## config.mk

```make
export PLATFORM = sky130hd
export DESIGN_NAME = pbit_array_updater
export DESIGN_NICKNAME = d
export VERILOG_FILES = /design/src/rtl/pbit_array_updater.sv
export SDC_FILE = /design/constraint.sdc
export NUM_CORES = 1
export LEC_CHECK = 0
export CORE_MARGIN = 2
export CORE_UTILIZATION = 44
export CTS_CLUSTER_DIAMETER = 100
export DETAILED_ROUTE_END_ITERATION = 7
export MAX_ROUTING_LAYER = met4
export PLACE_DENSITY = 0.82
export SLEW_MARGIN = 10
export SYNTH_ARGS = -nofsm -noshare
export SYNTH_HDL_FRONTEND = slang
export SYNTH_SLANG_ARGS = --single-unit
```

## constraint.sdc

```tcl
create_clock -name clk -period 3.67 [get_ports clk]
set_input_delay 0.5505 -clock clk [delete_from_list [all_inputs] [get_ports clk]]
set_output_delay 0.5505 -clock clk [all_outputs]
set_load 0.1 [all_outputs]
```

## src/rtl/pbit_array_updater.sv

```systemverilog
// pbit_array_updater
//
// Sequential p-bit array that performs Gibbs-style single-bit updates of the
// candidate factor X. Bits are updated one at a time, and each update is
// preceded by a latch cycle. The external energy calculator therefore always
// sees the current X before its probability code is captured.
//
// Ports:
//   clk          system clock
//   rst          synchronous, active-high reset
//   start        one-cycle run request, sampled only when idle
//   stop         abort request, honoured in any non-idle state
//   n_sweeps     sweeps per run; 0 runs until stop
//   N_digit      bit length of the current N; active X width is (N_digit+1)/2
//   X_init       starting value of X
//   pbit_in_0..7 probability planes; bit j of plane k is bit k of the code for X[j+1]
//   X            current candidate factor (registered)
//   busy         high whenever the updater is not idle
//   sweep_done   one-cycle pulse at the end of each sweep
//   done         one-cycle pulse when n_sweeps sweeps have completed
module pbit_array_updater #(
  parameter int unsigned max_N_digit = 64,
  parameter logic [31:0] LFSR_SEED   = 32'hACE1_2468
) (
  input  logic                       clk,
  input  logic                       rst,
  input  logic                       start,
  input  logic                       stop,
  input  logic [15:0]                n_sweeps,
  input  logic [6:0]                 N_digit,
  input  logic [max_N_digit/2-1:0]   X_init,
  input  logic [max_N_digit/2-2:0]   pbit_in_0,
  input  logic [max_N_digit/2-2:0]   pbit_in_1,
  input  logic [max_N_digit/2-2:0]   pbit_in_2,
  input  logic [max_N_digit/2-2:0]   pbit_in_3,
  input  logic [max_N_digit/2-2:0]   pbit_in_4,
  input  logic [max_N_digit/2-2:0]   pbit_in_5,
  input  logic [max_N_digit/2-2:0]   pbit_in_6,
  input  logic [max_N_digit/2-2:0]   pbit_in_7,
  output logic [max_N_digit/2-1:0]   X,
  output logic                       busy,
  output logic                       sweep_done,
  output logic                       done
);

  localparam int XW = int'(max_N_digit / 2);
  localparam int IW = $clog2(XW + 1);

  localparam logic [1:0] StIdle   = 2'd0;
  localparam logic [1:0] StLatch  = 2'd1;
  localparam logic [1:0] StUpdate = 2'd2;
  localparam logic [1:0] StEnd    = 2'd3;

  // Galois taps for x^32 + x^22 + x^2 + x + 1
  localparam logic [31:0] LfsrTaps = 32'h8020_0003;

  logic [1:0]    state_q, state_d;
  logic [IW-1:0] idx_q, idx_d;
  logic [15:0]   sweep_cnt_q, sweep_cnt_d;
  logic [31:0]   lfsr_q, lfsr_d;
  logic [7:0]    code_q, code_d;
  logic [XW-1:0] x_q, x_d;
  logic          sweep_done_q, sweep_done_d;
  logic          done_q, done_d;

  logic [XW-2:0] planes [8];
  logic [7:0]    w_raw;
  logic [IW-1:0] w_act;
  logic          w_ge2;
  logic          last_idx;
  logic [XW-1:0] x_mask;
  logic [7:0]    code_sel;
  logic          upd_bit;
  logic [XW-1:0] x_upd;
  logic [31:0]   lfsr_step;
  logic [15:0]   sweep_cnt_inc;
  logic          run_complete;

  assign planes[0] = pbit_in_0;
  assign planes[1] = pbit_in_1;
  assign planes[2] = pbit_in_2;
  assign planes[3] = pbit_in_3;
  assign planes[4] = pbit_in_4;
  assign planes[5] = pbit_in_5;
  assign planes[6] = pbit_in_6;
  assign planes[7] = pbit_in_7;

  // Active width, clamped to the physical width of X for oversized N_digit.
  assign w_raw = ({1'b0, N_digit} + 8'd1) >> 1;

  always_comb begin
    if (w_raw > 8'(XW)) begin
      w_act = IW'(XW);
    end else begin
      w_act = w_raw[IW-1:0];
    end
  end

  assign w_ge2    = (w_act >= IW'(2));
  assign last_idx = (idx_q == w_act - IW'(1));

  always_comb begin
    x_mask = '0;
    for (int i = 0; i < XW; i++) begin
      x_mask[i] = (i < int'(w_act));
    end
  end

  // Gather the 8-bit threshold for X[idx] from bit idx-1 of every plane.
  always_comb begin
    code_sel = '0;
    for (int j = 0; j < XW - 1; j++) begin
      if (idx_q == IW'(j + 1)) begin
        for (int k = 0; k < 8; k++) begin
          code_sel[k] = planes[k][j];
        end
      end
    end
  end

  assign upd_bit = (lfsr_q[7:0] < code_q);

  always_comb begin
    x_upd = x_q;
    for (int i = 1; i < XW; i++) begin
      if (idx_q == IW'(i)) begin
        x_upd[i] = upd_bit;
      end
    end
  end

  assign lfsr_step     = {1'b0, lfsr_q[31:1]} ^ (lfsr_q[0] ? LfsrTaps : 32'h0);
  assign sweep_cnt_inc = sweep_cnt_q + 16'd1;
  assign run_complete  = (n_sweeps != 16'd0) && (sweep_cnt_inc == n_sweeps);

  always_comb begin
    state_d      = state_q;
    idx_d        = idx_q;
    sweep_cnt_d  = sweep_cnt_q;
    lfsr_d       = lfsr_q;
    code_d       = code_q;
    x_d          = x_q;
    sweep_done_d = 1'b0;
    done_d       = 1'b0;

    case (state_q)
      StIdle: begin
        if (start) begin
          x_d         = (X_init & x_mask) | XW'(1);
          idx_d       = IW'(1);
          sweep_cnt_d = '0;
          state_d     = w_ge2 ? StLatch : StEnd;
        end
      end

      StLatch: begin
        if (stop) begin
          state_d = StIdle;
        end else begin
          code_d  = code_sel;
          state_d = StUpdate;
        end
      end

      StUpdate: begin
        if (stop) begin
          state_d = StIdle;
        end else begin
          x_d    = x_upd;
          lfsr_d = lfsr_step;
          if (last_idx) begin
            state_d = StEnd;
          end else begin
            idx_d   = idx_q + IW'(1);
            state_d = StLatch;
          end
        end
      end

      StEnd: begin
        // An abort landing on the sweep boundary suppresses both pulses.
        if (stop) begin
          state_d = StIdle;
        end else begin
          sweep_done_d = 1'b1;
          sweep_cnt_d  = sweep_cnt_inc;
          idx_d        = IW'(1);
          if (run_complete) begin
            done_d  = 1'b1;
            state_d = StIdle;
          end else begin
            state_d = w_ge2 ? StLatch : StEnd;
          end
        end
      end

      default: begin
        state_d = StIdle;
      end
    endcase
  end

  always_ff @(posedge clk) begin
    if (rst) begin
      state_q      <= StIdle;
      idx_q        <= IW'(1);
      sweep_cnt_q  <= '0;
      lfsr_q       <= LFSR_SEED;
      code_q       <= '0;
      x_q          <= XW'(1);
      sweep_done_q <= 1'b0;
      done_q       <= 1'b0;
    end else begin
      state_q      <= state_d;
      idx_q        <= idx_d;
      sweep_cnt_q  <= sweep_cnt_d;
      lfsr_q       <= lfsr_d;
      code_q       <= code_d;
      x_q          <= x_d;
      sweep_done_q <= sweep_done_d;
      done_q       <= done_d;
    end
  end

  assign X          = x_q;
  assign busy       = (state_q != StIdle);
  assign sweep_done = sweep_done_q;
  assign done       = done_q;

endmodule

```

==> results of run 1 <==
layer usage:
| layer | wire length, µm | part of all wire, % | vias to the layer above | GRT usage [%] |
|---|---|---|---|---|
| li1 | - | - | 5053 | - |
| met1 | 14800 | 40 | 5000 | 46.5 |
| met2 | 17600 | 47 | 577 | 60.7 |
| met3 | 3370 | 9.1 | 88 | 5.91 |
| met4 | 1310 | 3.5 | 0 | 13.5 |
| met5 | 0 | 0 | - | - |
per-stage QoR:
step	total power [mW]	cell area, µm²	hold WS, ns	worst slack [ns]
2_1_floorplan	2.30	8260	0.432	0.524
3_3_place_gp	3.03	12100	0.438	0.120
4_1_cts	4.03	12400	0.448	0.168
6_report	4.04	12400	0.445	0.249
3_5_place_dp	3.05	12100	0.442	0.0234
5_1_grt	4.21	12400	0.470	0.0311
worst max-delay path, stage by stage (launching register included):
cell and delay (ns):
dfxtp_1 0.50, inv_1 0.11, ha_1 0.26, buf_12 0.19, inv_2 0.19, nor2_1 0.10
o41ai_1 0.39, o221ai_1 0.24, o211a_1 0.26, a2111oi_0 0.45, buf_4 0.22, o221ai_1 0.12
and4b_1 0.19, o21ai_1 0.12
final cells by class:
cell class              instances  area (µm²)  area share (%)
flip-flops and latches         98        1960            15.8
inverters                      29         109           0.878
clock buffers                  10         239            1.93
multi-input cells             978        5840            47.1
diodes                          2        5.00          0.0404
repair buffers                403        3880            31.3
well taps                     234         293            2.36
clock inverters                 6        65.1           0.525
worst max path at each step:
| stage | start | end | slack (ns) | cells past startpoint |
|---|---|---|---|---|
| floorplan | N_digit[0] | idx_q[5] | 0.52 | 14 |
| global placement | N_digit[0] | state_q[1] | 0.12 | 14 |
| detailed placement | N_digit[0] | state_q[1] | 0.02 | 14 |
| CTS | idx_q[0] | code_q[6] | 0.17 | 10 |
| global route | idx_q[0] | code_q[4] | 0.03 | 13 |
| finish | idx_q[0] | code_q[4] | 0.25 | 13 |
Yosys cell counts, types with 19 or more instances:
cell / count / area (µm²)
o21ai_0: 55 / 275
nand2_1: 194 / 728
nand3_1: 60 / 300
a221oi_1: 20 / 175
a22oi_1: 19 / 143
nor2_1: 128 / 480
a311oi_1: 30 / 263
clkbuf_1: 62 / 233
a21oi_1: 120 / 601
o22ai_1: 20 / 125
xnor2_1: 24 / 210
inv_1: 26 / 97.6
ha_1: 22 / 275
dfxtp_1: 98 / 1960
nand3b_1: 24 / 180
registers in the layout (all words and copies together) (netlist names):
register     count
X               32
lfsr_q          32
sweep_cnt_q     16
code_q           8
idx_q            6
state_q          2
done             1
sweep_done       1
logic make-up after synthesis:
family | after synthesis
muxes | 4
buffers and inverters | 117
DFF | 98
xor gates and xnor gates | 36
and+or+nand+nor | 535
AOI/OAI and AO/OA | 381
adders and majority gates | 22
power by group:
| part | internal [mW] | leakage (nW) | switching, mW |
|---|---|---|---|
| clock network | 0.549 | 0.149 | 0.434 |
| logic | 0.723 | 3.59 | 1.13 |
| registers | 1.14 | 0.799 | 0.0579 |
timing repair:
item / 4_1_cts / 5_1_grt
setup endpoints to repair: 0 / 1
resized for setup: 0 / 2
hold endpoints to repair: 0 / 0
==> metrics.yaml, run 1 <==
finish:
  final_util_pct: 66.7
  fin_cells: 1760
  fin_nets: 1848
  fillers: 1651
  drive_gt1_share_pct: 7.41
  final_common_cell: "clkdlybuf4s50_1"
  areaGrowthSynthToFinish_pct: 50.0
  mostFrequentLayoutCells: "clkdlybuf4s50_1, nand2_1, nor2_1, a21oi_1, dfxtp_1"
yosys:
  synth_adder_area_share_pct: 3.33
  syn_inst: 1193
  synth_top_family_by_area: "compound AO/OA/AOI/OAI gates"
  ys_ff_latch: 98
  synth-compound-area-share_pct: 31.4
  syn-mean-instance-area_um2: 6.93
  syn-num-nets: 1522
  syn_area_mm2: 0.00826
  synth_edf_count: 0
  synth_xor_area_share_pct: 4.04
  synth_cell_types: 79
  synthMuxAreaShare_pct: 0.545
  synth_top_flop_cell: "dfxtp_1"
  yosysSeqAreaShare_pct: 23.7
  ys_warn_count: 0
  ys_async_sr_fraction_pct: 0
  synth-simple-area-share_pct: 31.0
critical_path:
  r2r_end: "code_q[4]"
  rrSetupSlack_ns: 0.25
  cp_max_fo: 35
  r2r_start: "idx_q[0]"
  cp.required_ns: 3.96
  path_class: "reg2reg"
  worstRegToRegCells: 13
  worst_setup_path_start_kind: "flip-flop"
  crit_arrival_ns: 3.71
  cp-end-kind: "flip-flop"
placement:
  portBuffers: 340
  place_congestion: 1.01
  dp_hpwl_um: 29600
  place_inst: 1742
global_routing:
  grt_max_degree: 69
  overflow: 0
  grt_usage_pct: 37.1
  grt_pass1_vias: 10200
  grt_pass1_wl_um: 56300
  antenna_found_initial: 1
hold_path:
  holdPathStages: 2
  hold_path_class: "reg2reg"
  min-delay-start: "lfsr_q[9]"
  whs_endpoint: "lfsr_q[8]"
cts:
  clk_latency_ns: 0.35
  cts_tree: "done"
  cts_setup_buffers: 0
  cts-buffers-inserted: 9
  clock_path_buffers: 2
  cts_max_level: 3
  cts_root_buffer: "clkbuf_16"
  path_clk_slew_ns: 0.07
  hold_buffers: 0
  cts.sinks: 98
floorplan:
  io_pins: 342
  die_h_um: 141
  row_count: 50
  start_util_pct: 44.5
  coreArea_mm2: 0.0186
  die-area_mm2: 0.0199
  die_w_um: 141
detailed_routing:
  wl_um: 37100
  drc: 0
  drtIter0Drc: 1129
  num_vias: 10700
  ant_nets: 0
  viasPerCell: 6.09
  drt_first_pass_iters: 7
  wl_per_cell_um: 21.1
pwr:
  power.density_mw_per_mm2: 326
  max-vdd-ir-drop_mv: 0.401
  p_leak_nw: 4.54
sta:
  fmax_mhz: 292
  final_max_slew_viol_count: 0
  relSlewSlack_pct: 26.6
  finalHoldViolCount: 0
  timing.setup.tns_ns: 0
  worstMarginPinSlew_ns: 1.10
  clock_skew_ns: 0.00919
  period_minus_slack_ns: 3.42
  period_share_pct: 93.2
  setup_viol: 0
  rsz0062_at_grt: "false"
run:
  drv_cap: 0
status:
  status: "finished clean"
Power figures use the tool's default switching activity.
==> inputs of run 2 (changes only) <==
--- a/config.mk
+++ b/config.mk
@@ -9,9 +9,9 @@
 export CORE_UTILIZATION = 44
 export CTS_CLUSTER_DIAMETER = 100
 export DETAILED_ROUTE_END_ITERATION = 7
+export HOLD_SLACK_MARGIN = 0.03
 export MAX_ROUTING_LAYER = met4
 export PLACE_DENSITY = 0.82
-export SLEW_MARGIN = 10
 export SYNTH_ARGS = -nofsm -noshare
 export SYNTH_HDL_FRONTEND = slang
 export SYNTH_SLANG_ARGS = --single-unit
==> results of run 2 <==
No change in the layout: final DEF, timing and power equal those of run 1.
